[src/rtl/traffic_pkg.sv]
// Shared light encoding, phase enumeration and light-pair decode for the phase timer.
package traffic_pkg;

  localparam int unsigned LIGHT_W = 2;

  localparam logic [LIGHT_W-1:0] GREEN  = 2'b00;
  localparam logic [LIGHT_W-1:0] YELLOW = 2'b01;
  localparam logic [LIGHT_W-1:0] RED    = 2'b10;

  typedef enum logic [2:0] {
    HW_GREEN,
    HW_YELLOW,
    LN_GREEN,
    LN_YELLOW,
    ILLEGAL
  } phase_t;

  // Any pair outside the four legal combinations (including 2'b11) is ILLEGAL.
  function automatic phase_t decode(input logic [LIGHT_W-1:0] highway,
                                    input logic [LIGHT_W-1:0] lane);
    phase_t ph;
    ph = ILLEGAL;
    case ({highway, lane})
      {GREEN, RED}:  ph = HW_GREEN;
      {YELLOW, RED}: ph = HW_YELLOW;
      {RED, GREEN}:  ph = LN_GREEN;
      {RED, YELLOW}: ph = LN_YELLOW;
      default:       ph = ILLEGAL;
    endcase
    return ph;
  endfunction

endpackage

[src/rtl/traffic_phase_timer_sensor_debounce.sv]
// Two-flop synchronizer plus symmetric debounce for the raw side-lane car detector.
module sensor_debounce #(
  parameter int unsigned DEBOUNCE = 2
) (
  input  logic clk,
  input  logic reset_n,
  input  logic din,
  output logic dout
);

  localparam int unsigned DB_W = (DEBOUNCE > 1) ? $clog2(DEBOUNCE) : 1;

  logic            sync1;
  logic            sync2;
  logic [DB_W-1:0] db_cnt;

  // dout flips only after DEBOUNCE consecutive synchronized samples disagree with it.
  always_ff @(posedge clk) begin
    if (!reset_n) begin
      sync1  <= 1'b0;
      sync2  <= 1'b0;
      db_cnt <= '0;
      dout   <= 1'b0;
    end else begin
      sync1 <= din;
      sync2 <= sync1;
      if (sync2 == dout) begin
        db_cnt <= '0;
      end else if (db_cnt == DB_W'(DEBOUNCE - 1)) begin
        db_cnt <= '0;
        dout   <= sync2;
      end else begin
        db_cnt <= db_cnt + DB_W'(1);
      end
    end
  end

endmodule

[src/rtl/traffic_phase_timer.sv]
// Times each light phase, qualifies the car request and paces yellow for traffic_light_fsm.
module traffic_phase_timer
  import traffic_pkg::*;
#(
  parameter int unsigned YELLOW_CYCLES  = 3,
  parameter int unsigned MIN_HW_GREEN   = 8,
  parameter int unsigned MAX_LANE_GREEN = 16,
  parameter int unsigned DEBOUNCE       = 2,
  parameter int unsigned CNT_W          = 8
) (
  input  logic             clk,
  input  logic             reset_n,
  input  logic             car_raw,
  input  logic [1:0]       highway,
  input  logic [1:0]       lane,
  output logic             sensor,
  output logic             delay_3sec,
  output logic             fault,
  output logic [CNT_W-1:0] phase_cnt
);

  localparam logic [CNT_W-1:0] CNT_MAX    = '1;
  localparam logic [CNT_W-1:0] YELLOW_END = CNT_W'(YELLOW_CYCLES - 1);
  localparam logic [CNT_W-1:0] HW_MIN     = CNT_W'(MIN_HW_GREEN - 1);
  localparam logic [CNT_W-1:0] LN_MAX     = CNT_W'(MAX_LANE_GREEN - 1);

  logic             car_present;
  phase_t           phase_q;
  phase_t           phase_d;
  logic             change;
  logic [CNT_W-1:0] cnt_d;
  logic             yellow_hit;
  logic             sensor_d;
  logic             delay_d;
  logic             fault_d;

  sensor_debounce #(
    .DEBOUNCE(DEBOUNCE)
  ) u_debounce (
    .clk    (clk),
    .reset_n(reset_n),
    .din    (car_raw),
    .dout   (car_present)
  );

  // Phase/counter/output registers; outputs are computed from next-cycle state
  // so they line up with the phase_cnt value visible alongside them.
  always_ff @(posedge clk) begin
    if (!reset_n) begin
      phase_q    <= HW_GREEN;
      phase_cnt  <= '0;
      sensor     <= 1'b0;
      delay_3sec <= 1'b0;
      fault      <= 1'b0;
    end else begin
      phase_q    <= phase_d;
      phase_cnt  <= cnt_d;
      sensor     <= sensor_d;
      delay_3sec <= delay_d;
      fault      <= fault_d;
    end
  end

  always_comb begin
    phase_d    = decode(highway, lane);
    change     = (phase_d != phase_q);
    cnt_d      = phase_cnt;
    sensor_d   = 1'b0;
    delay_d    = 1'b0;
    fault_d    = fault || (phase_d == ILLEGAL);

    if (change) begin
      cnt_d = '0;
    end else if (phase_cnt != CNT_MAX) begin
      cnt_d = phase_cnt + CNT_W'(1);
    end

    // Second term suppresses a repeat pulse if the counter saturates on the limit.
    yellow_hit = (cnt_d == YELLOW_END) && (change || (cnt_d != phase_cnt));

    case (phase_d)
      HW_GREEN:  sensor_d = car_present && (cnt_d >= HW_MIN);
      LN_GREEN:  sensor_d = car_present && (cnt_d < LN_MAX);
      HW_YELLOW: begin
        sensor_d = 1'b1;
        delay_d  = yellow_hit;
      end
      LN_YELLOW: delay_d = yellow_hit;
      default: begin
        sensor_d = 1'b0;
        delay_d  = 1'b0;
      end
    endcase

    if (fault_d) begin
      sensor_d = 1'b0;
      delay_d  = 1'b0;
    end
  end

endmodule

[config.mk]
export PLATFORM = sky130hd
export DESIGN_NAME = traffic_phase_timer
export DESIGN_NICKNAME = d
export VERILOG_FILES = /design/src/rtl/traffic_pkg.sv /design/src/rtl/traffic_phase_timer_sensor_debounce.sv /design/src/rtl/traffic_phase_timer.sv
export SDC_FILE = /design/constraint.sdc
export NUM_CORES = 1
export LEC_CHECK = 0
export ABC_AREA = 1
export BUFFER_PORTS_ARGS = -buffer_cell sky130_fd_sc_hd__buf_2
export CAP_MARGIN = 20
export CORE_MARGIN = 2
export CORE_UTILIZATION = 30
export DETAILED_ROUTE_END_ITERATION = 10
export PLACE_DENSITY = 0.48
export SLEW_MARGIN = 10
export SYNTH_ARGS = -nofsm -noshare
export SYNTH_HDL_FRONTEND = slang
export SYNTH_SLANG_ARGS = --single-unit
[constraint.sdc]
create_clock -name clk -period 2.2 [get_ports clk]
set_input_delay 0.11 -clock clk [delete_from_list [all_inputs] [get_ports clk]]
set_output_delay 0.11 -clock clk [all_outputs]
set_load 0.02 [all_outputs]
==> impl_metrics.ini, run 1 <==
[timing]
fin_crit_sh_pct = 81.9
finalSetupTns_ns = 0
hold_viol = 0
worstMarginPinSlew_ns = 0.326
slew_violations = 0
min_period_ns = 1.80
setup-violations-final = 0
whs_ns = 0.0697
skew_ns = 0.0156
relSlewSlack_pct = 78.2
max_freq_mhz = 555
rsz0062_at_grt = no

[yosys]
muxShareOfSynthArea_pct = 0
synth_fa_ha_area_share_pct = 1.26
synth_compound_area_share_pct = 11.1
synth_xor_area_share_pct = 0
synth_seq_area_share_pct = 36.4
synth_cells = 148
synth-simple-area-share_pct = 40.7
synth_top_area_cell = dfxtp_1
synth_area_leaders = dfxtp_1 36%, nand2_1 13%, inv_1 7.6%, nor2_1 7.2%, nand3_1 5.1%
synth_top_area_share_pct = 36.4
synthesis.nets = 156
synth_top_family_by_area = simple AND/OR/NAND/NOR gates
synth_warnings = 0
syn_avg_cell_area_sq_um = 6.70
syn_area_sq_um = 991
synth_seq_cells = 18
yosysUniqueCellTypes = 24

[finish]
area_growth_syn_to_layout_pct = 18.8
drive_gt1_share_pct = 25.3
layout_common_cells = 35 x nand2_1, 20 x inv_1, 19 x nor2_1
layout_commonest_cell = nand2_1
final_cell_area_sq_um = 1180
postLayoutCoreUtil_pct = 37.9
antenna_cells = 0
nets = 179

[placed_design]
place_congestion = 0.802
placed_cell_area_sq_um = 1130
io_buffers = 17
dpl.hpwl_um = 1600

[floorplanning]
die_h_um = 61.5
core_sq_um = 3100
io-pin-count = 18
die_area_sq_um = 3780
die_w_um = 61.5
start_util_pct = 31.9
rows = 20

[clock_tree]
clk_transition_reported_paths_ns = 0.12
numCtsBuffers = 3
numClockSinks = 18
cts_tree = built
clk_path_buf_depth = 2
ctsResizeCount = 0
cts_root_buf = clkbuf_4
ctsHtreeMaxLevel = 1
insertion_delay_ns = 0.30

[outcome]
status = complete, no violations

[drt]
wl_per_cell_um = 9.34
vias = 939
ant_nets = 0
totalWireLength_um = 2000
drtIter0Drc = 43
avgViaCountPerCell = 4.39
drc = 0
dr.pass1.iters = 4

[grt]
track_usage_pct = 12.6
antenna_found_initial = 0
grt-busiest-layer = met2
grt_pass1_wl_um = 3530
use_met1_pct = 16.4
grt_overflow_total = 0
grt_max_degree = 11
grt_pass1_vias = 856
met2_usage_pct = 20.2
grt_use_met3_pct = 1.89

[critical_path]
path_cells = ha_1 -> inv_1 -> nor2_2 -> nand2_2 -> clkinv_1 -> nand2_1 -> nand2_1 -> nand2_1 -> inv_1 -> nand3_2 -> nand2_1 -> nor2_1 -> nor2_2 -> nand2_1 -> a21oi_1
cpPeakStageDelay_ns = 0.45
path_common_cell = nand2_1
start_kind = flip-flop
worstPathRequired_ns = 2.45
path_max_fanout = 8
crit_type = reg -> reg
r2r-start = phase_cnt[0]
cpMaxStageDelayCell = dfxtp_1
crit_start = phase_cnt[0]
endpoint_kind = flip-flop
worstPathArrival_ns = 2.05

[min_path]
min_path_type = in -> reg
worstHoldStart = reset_n

[run]
cap_violations = 0

[pwr]
p_leak_nw = 0.564
p_per_area_nw_per_um2 = 543
total_power_mw = 0.639
vdd_drop_max_mv = 0.235
[kinds of logic (layout without fill, tap and decap cells)]
kind of cell,count (synthesis),after routing
compound gates,19,19
flops,18,18
simple gates,82,82
fa+ha+maj,1,1
buf+inv,28,50
[path summary, 6_finish.rpt]
check                           depth (start not counted)                to  slack (ns)
worst max-delay path                                   15            sensor        0.40
worst min-delay path                                    3  u_debounce.sync1        0.07
worst max register to register                         15            sensor        0.40
worst min register to register                          2  u_debounce.sync2        0.42
[where the power goes]
part           internal [mW]  total [mW]  switching (mW)
registers              0.336       0.343         0.00720
clock network          0.101       0.209           0.109
logic                 0.0314      0.0868          0.0554
total                  0.468       0.639           0.171
[layout make-up]
| cell class | instances | area (sq um) |
|---|---|---|
| Clock buffer | 4 | 36.3 |
| Fill cell | 364 | 1930 |
| Inverter | 28 | 105 |
| Multi-Input combinational cell | 102 | 526 |
| Sequential cell | 18 | 360 |
| Tap cell | 44 | 55.1 |
| Timing Repair Buffer | 18 | 95.1 |
[synthesized netlist by cell type (all sizes together)]
cell type / number
nor2: 24
or2: 1
clkinv: 2
nand4: 3
nand3: 13
inv: 26
o21ai: 11
ha: 1
nand2: 39
a31oi: 1
nand3b: 1
nor3: 1
dfxtp: 18
a211oi: 1
a21oi: 6
[critical path, delay by kind of cell, from the launching register on]
family / cells / cell delay [ns]
flops: 1 / 0.45
simple gates: 10 / 0.78
buf+inv: 3 / 0.20
compound gates: 1 / 0.10
fa+ha+maj: 1 / 0.21
[repair_timing]
item	in CTS	in global routing
endpoints found under the hold margin	1	0
setup buffers	0	0
hold buffers	1	0
[through the flow]
| stage | cells | worst slack, ns |
|---|---|---|
| CTS | 214 | 0.403 |
| finish | 214 | 0.399 |
| global placement | 209 | 0.481 |
| global route | 214 | 0.207 |
| detailed placement | 209 | 0.410 |
| floorplan | 148 | 0.438 |
[layer usage]
layer | wire length, um | share of wire, %
met3 | 79 | 4.0
met2 | 860 | 43
met4 | 40 | 2.0
met1 | 1020 | 51
met5 | 0 | 0
[flip-flops by register name (all words and copies together) (netlist names)]
register	count
sensor	1
u_debounce.sync1	1
u_debounce.db_cnt	1
u_debounce.sync2	1
delay_3sec	1
phase_q	3
u_debounce.dout	1
fault	1
phase_cnt	8
(Power assumes the default switching activity.)
==> inputs of run 2 (changes only) <==
- ABC_AREA: 1 -> 0
- PLACE_DENSITY: 0.48 -> 0.51
- clock period: 2.2 -> 1.6 ns (I/O delays scaled with it)
==> impl_metrics.ini, run 2 <==
[yosys]
synth_seq_area_share_pct = 40.2
synth_top_area_cell = dfxtp_1
yosysUniqueCellTypes = 35
synth_ff_type = dfxtp_1
synth_warnings = 0
synthesis.nets = 110
synth_top_area_share_pct = 40.2
synth_seq_cells = 18
synth_area_leaders = dfxtp_1 40%, nor2_1 4.6%, nand3_1 3.9%, xnor2_1 3.9%, mux2i_1 3.4%
async_flop_share_pct = 0
syn_avg_cell_area_sq_um = 8.78
synth_commonest_cells = 18 x dfxtp_1, 11 x nor2_1, 8 x nand2_1
syn_area_sq_um = 896
synth_cells = 102
yosysMostFrequentCell = dfxtp_1
synth_edf_count = 0

[pwr]
power.share.sequential_pct = 52.9
comb_power_share_pct = 12.9
switching_share_pct = 26.7
vdd_drop_max_mv = 0.399
switchingPower_mw = 0.237
internal-power_mw = 0.650
p_clk_share_pct = 34.2
p_leak_nw = 0.459
p_per_area_nw_per_um2 = 776

[placed_design]
io_buffers = 17
dpl.hpwl_um = 1490
placed_cells = 157
place_congestion = 0.733

[drt]
vias = 839
dr.pass1.iters = 4
drc = 0
totalWireLength_um = 1990
avgViaCountPerCell = 5.18
wl_per_cell_um = 12.3
drtIter0Drc = 20
ant_nets = 0

[floorplanning]
io-pin-count = 18
rows = 19
start_util_pct = 31.9
die_area_sq_um = 3440
core_sq_um = 2810
die_w_um = 58.6
die_h_um = 58.6

[clock_tree]
ctsHtreeMaxLevel = 1
numClockSinks = 18
clk_transition_reported_paths_ns = 0.12
insertion_delay_ns = 0.31
cts_tree = built
clk_path_buf_depth = 2
numCtsBuffers = 3
cts_root_buf = clkbuf_4
postCtsSetupBuffers = 0

[finish]
nets = 140
postLayoutCoreUtil_pct = 40.7
layout_common_cells = 17 x buf_2, 16 x dfxtp_1, 11 x nor2_1
largest_reg_flops = 8
regMostFlops = phase_cnt
antenna_cells = 0
drive_gt1_share_pct = 30.5
largestRegisters = phase_cnt (8), phase_q (3)
layout_commonest_cell = buf_2
finalNonFillerCells = 162
final.fill_count = 291
area_growth_syn_to_layout_pct = 27.5

[critical_path]
start_kind = flip-flop
path_cells = ha_4 -> and4_4 -> a21o_1 -> o311a_1 -> and3_1 -> a2111oi_2
worstPathArrival_ns = 1.84
path_max_fanout = 7
cpMaxStageDelayCell = dfxtp_4
worstPathRequired_ns = 1.82
crit_type = reg -> reg
cpPeakStageDelay_ns = 0.37
endpoint_kind = flip-flop

[min_path]
min_path_type = in -> reg

[timing]
fin_crit_sh_pct = 101
rsz0062_at_grt = yes
fin_ws_ns = -0.0194
min_period_ns = 1.62
hold_viol = 0
relSlewSlack_pct = 68.6
whs_ns = 0.0392
max_freq_mhz = 618
finalSetupTns_ns = -0.0194
worstMarginPinSlew_ns = 0.470
setup-violations-final = 1
skew_ns = 0.0105
slew_violations = 0

[grt]
grt_pass1_wl_um = 3160
grt_overflow_total = 0
track_usage_pct = 12.2
antenna_found_initial = 0
grt_pass1_vias = 721
grt_max_degree = 11

[outcome]
status = complete, but fails checks
violations = negative setup slack

[run]
cap_violations = 0
-- run 2: cell count changes after synthesis, moves of 4 or more --
| cell | change |
|---|---|
| and2_1 | +4 |
| inv_1 | -16 |
| inv_2 | -6 |
| nand2_1 | -27 |
| nand2_2 | -4 |
| nor2_1 | -8 |
| nor2_2 | -4 |
| nor3_1 | +5 |
| xnor2_1 | +4 |
-- run 2: per-stage QoR --
step / worst slack (ns) / area, sq um / power (mW)
after floorplan: 0.0119 / 913 / 0.546
after global placement: 0.0419 / 1090 / 0.588
after detailed placement: -0.00159 / 1090 / 0.589
after CTS: -0.0292 / 1140 / 0.890
after global routing: -0.0961 / 1140 / 0.922
final: -0.0194 / 1140 / 0.887
-- run 2: worst max-delay path, delay by kind of cell (launching register included) --
family	cells	cell delay (ns)
fa+ha+maj	1	0.18
compound gates	3	0.59
simple gates	2	0.39
flops	1	0.37
-- run 2: worst paths after layout --
check / from / endpoint / slack [ns] / cells after the start
setup reg to reg: phase_cnt[0] / sensor / -0.02 / 6
hold reg to reg: u_debounce.sync1 / u_debounce.sync2 / 0.45 / 1
hold / removal: lane[1] / phase_q[1] / 0.04 / 2
setup / recovery: phase_cnt[0] / sensor / -0.02 / 6
-- run 2: layout make-up --
type	instances	area [sq um]	area share, %
flip-flops and latches	18	365	32.0
inverters	4	15.0	1.31
repair buffers	26	155	13.6
clock buffers	4	36.3	3.18
well taps	31	38.8	3.40
multi-input cells	79	532	46.5
-- run 2: power by group through the flow --
stage	logic [mW]	registers, mW	clock network, mW
final	0.114	0.469	0.304
after global routing	0.126	0.470	0.326
after global placement	0.110	0.479	0
after floorplan	0.0565	0.489	0
after detailed placement	0.110	0.479	0
after CTS	0.113	0.469	0.309
-- run 2: kinds of logic after synthesis --
family / share of synthesized area, %
AOI/OAI and AO/OA: 16.5
DFF: 40.2
muxes: 3.35
and+or+nand+nor: 32.4
adders and majority gates: 1.40
xor gates and xnor gates: 3.91
buffers and inverters: 2.23
-- run 2: timing repair --
| item | 4_1_cts | 5_1_grt |
|---|---|---|
| hold buffers | 1 | 0 |
| gates resized for setup | 0 | 1 |
| cloned | 0 | 0 |
| pin swaps | 0 | 0 |
| hold endpoints to repair | 1 | 0 |
| setup endpoints to repair | 1 | 3 |
-- run 2: layer usage --
metal	global-route usage [%]	vias to the layer above	wire, um
li1	-	428	-
met1	16.3	391	1010
met2	18.3	15	846
met3	2.64	5	83
met4	6.82	0	49
met5	0	-	0
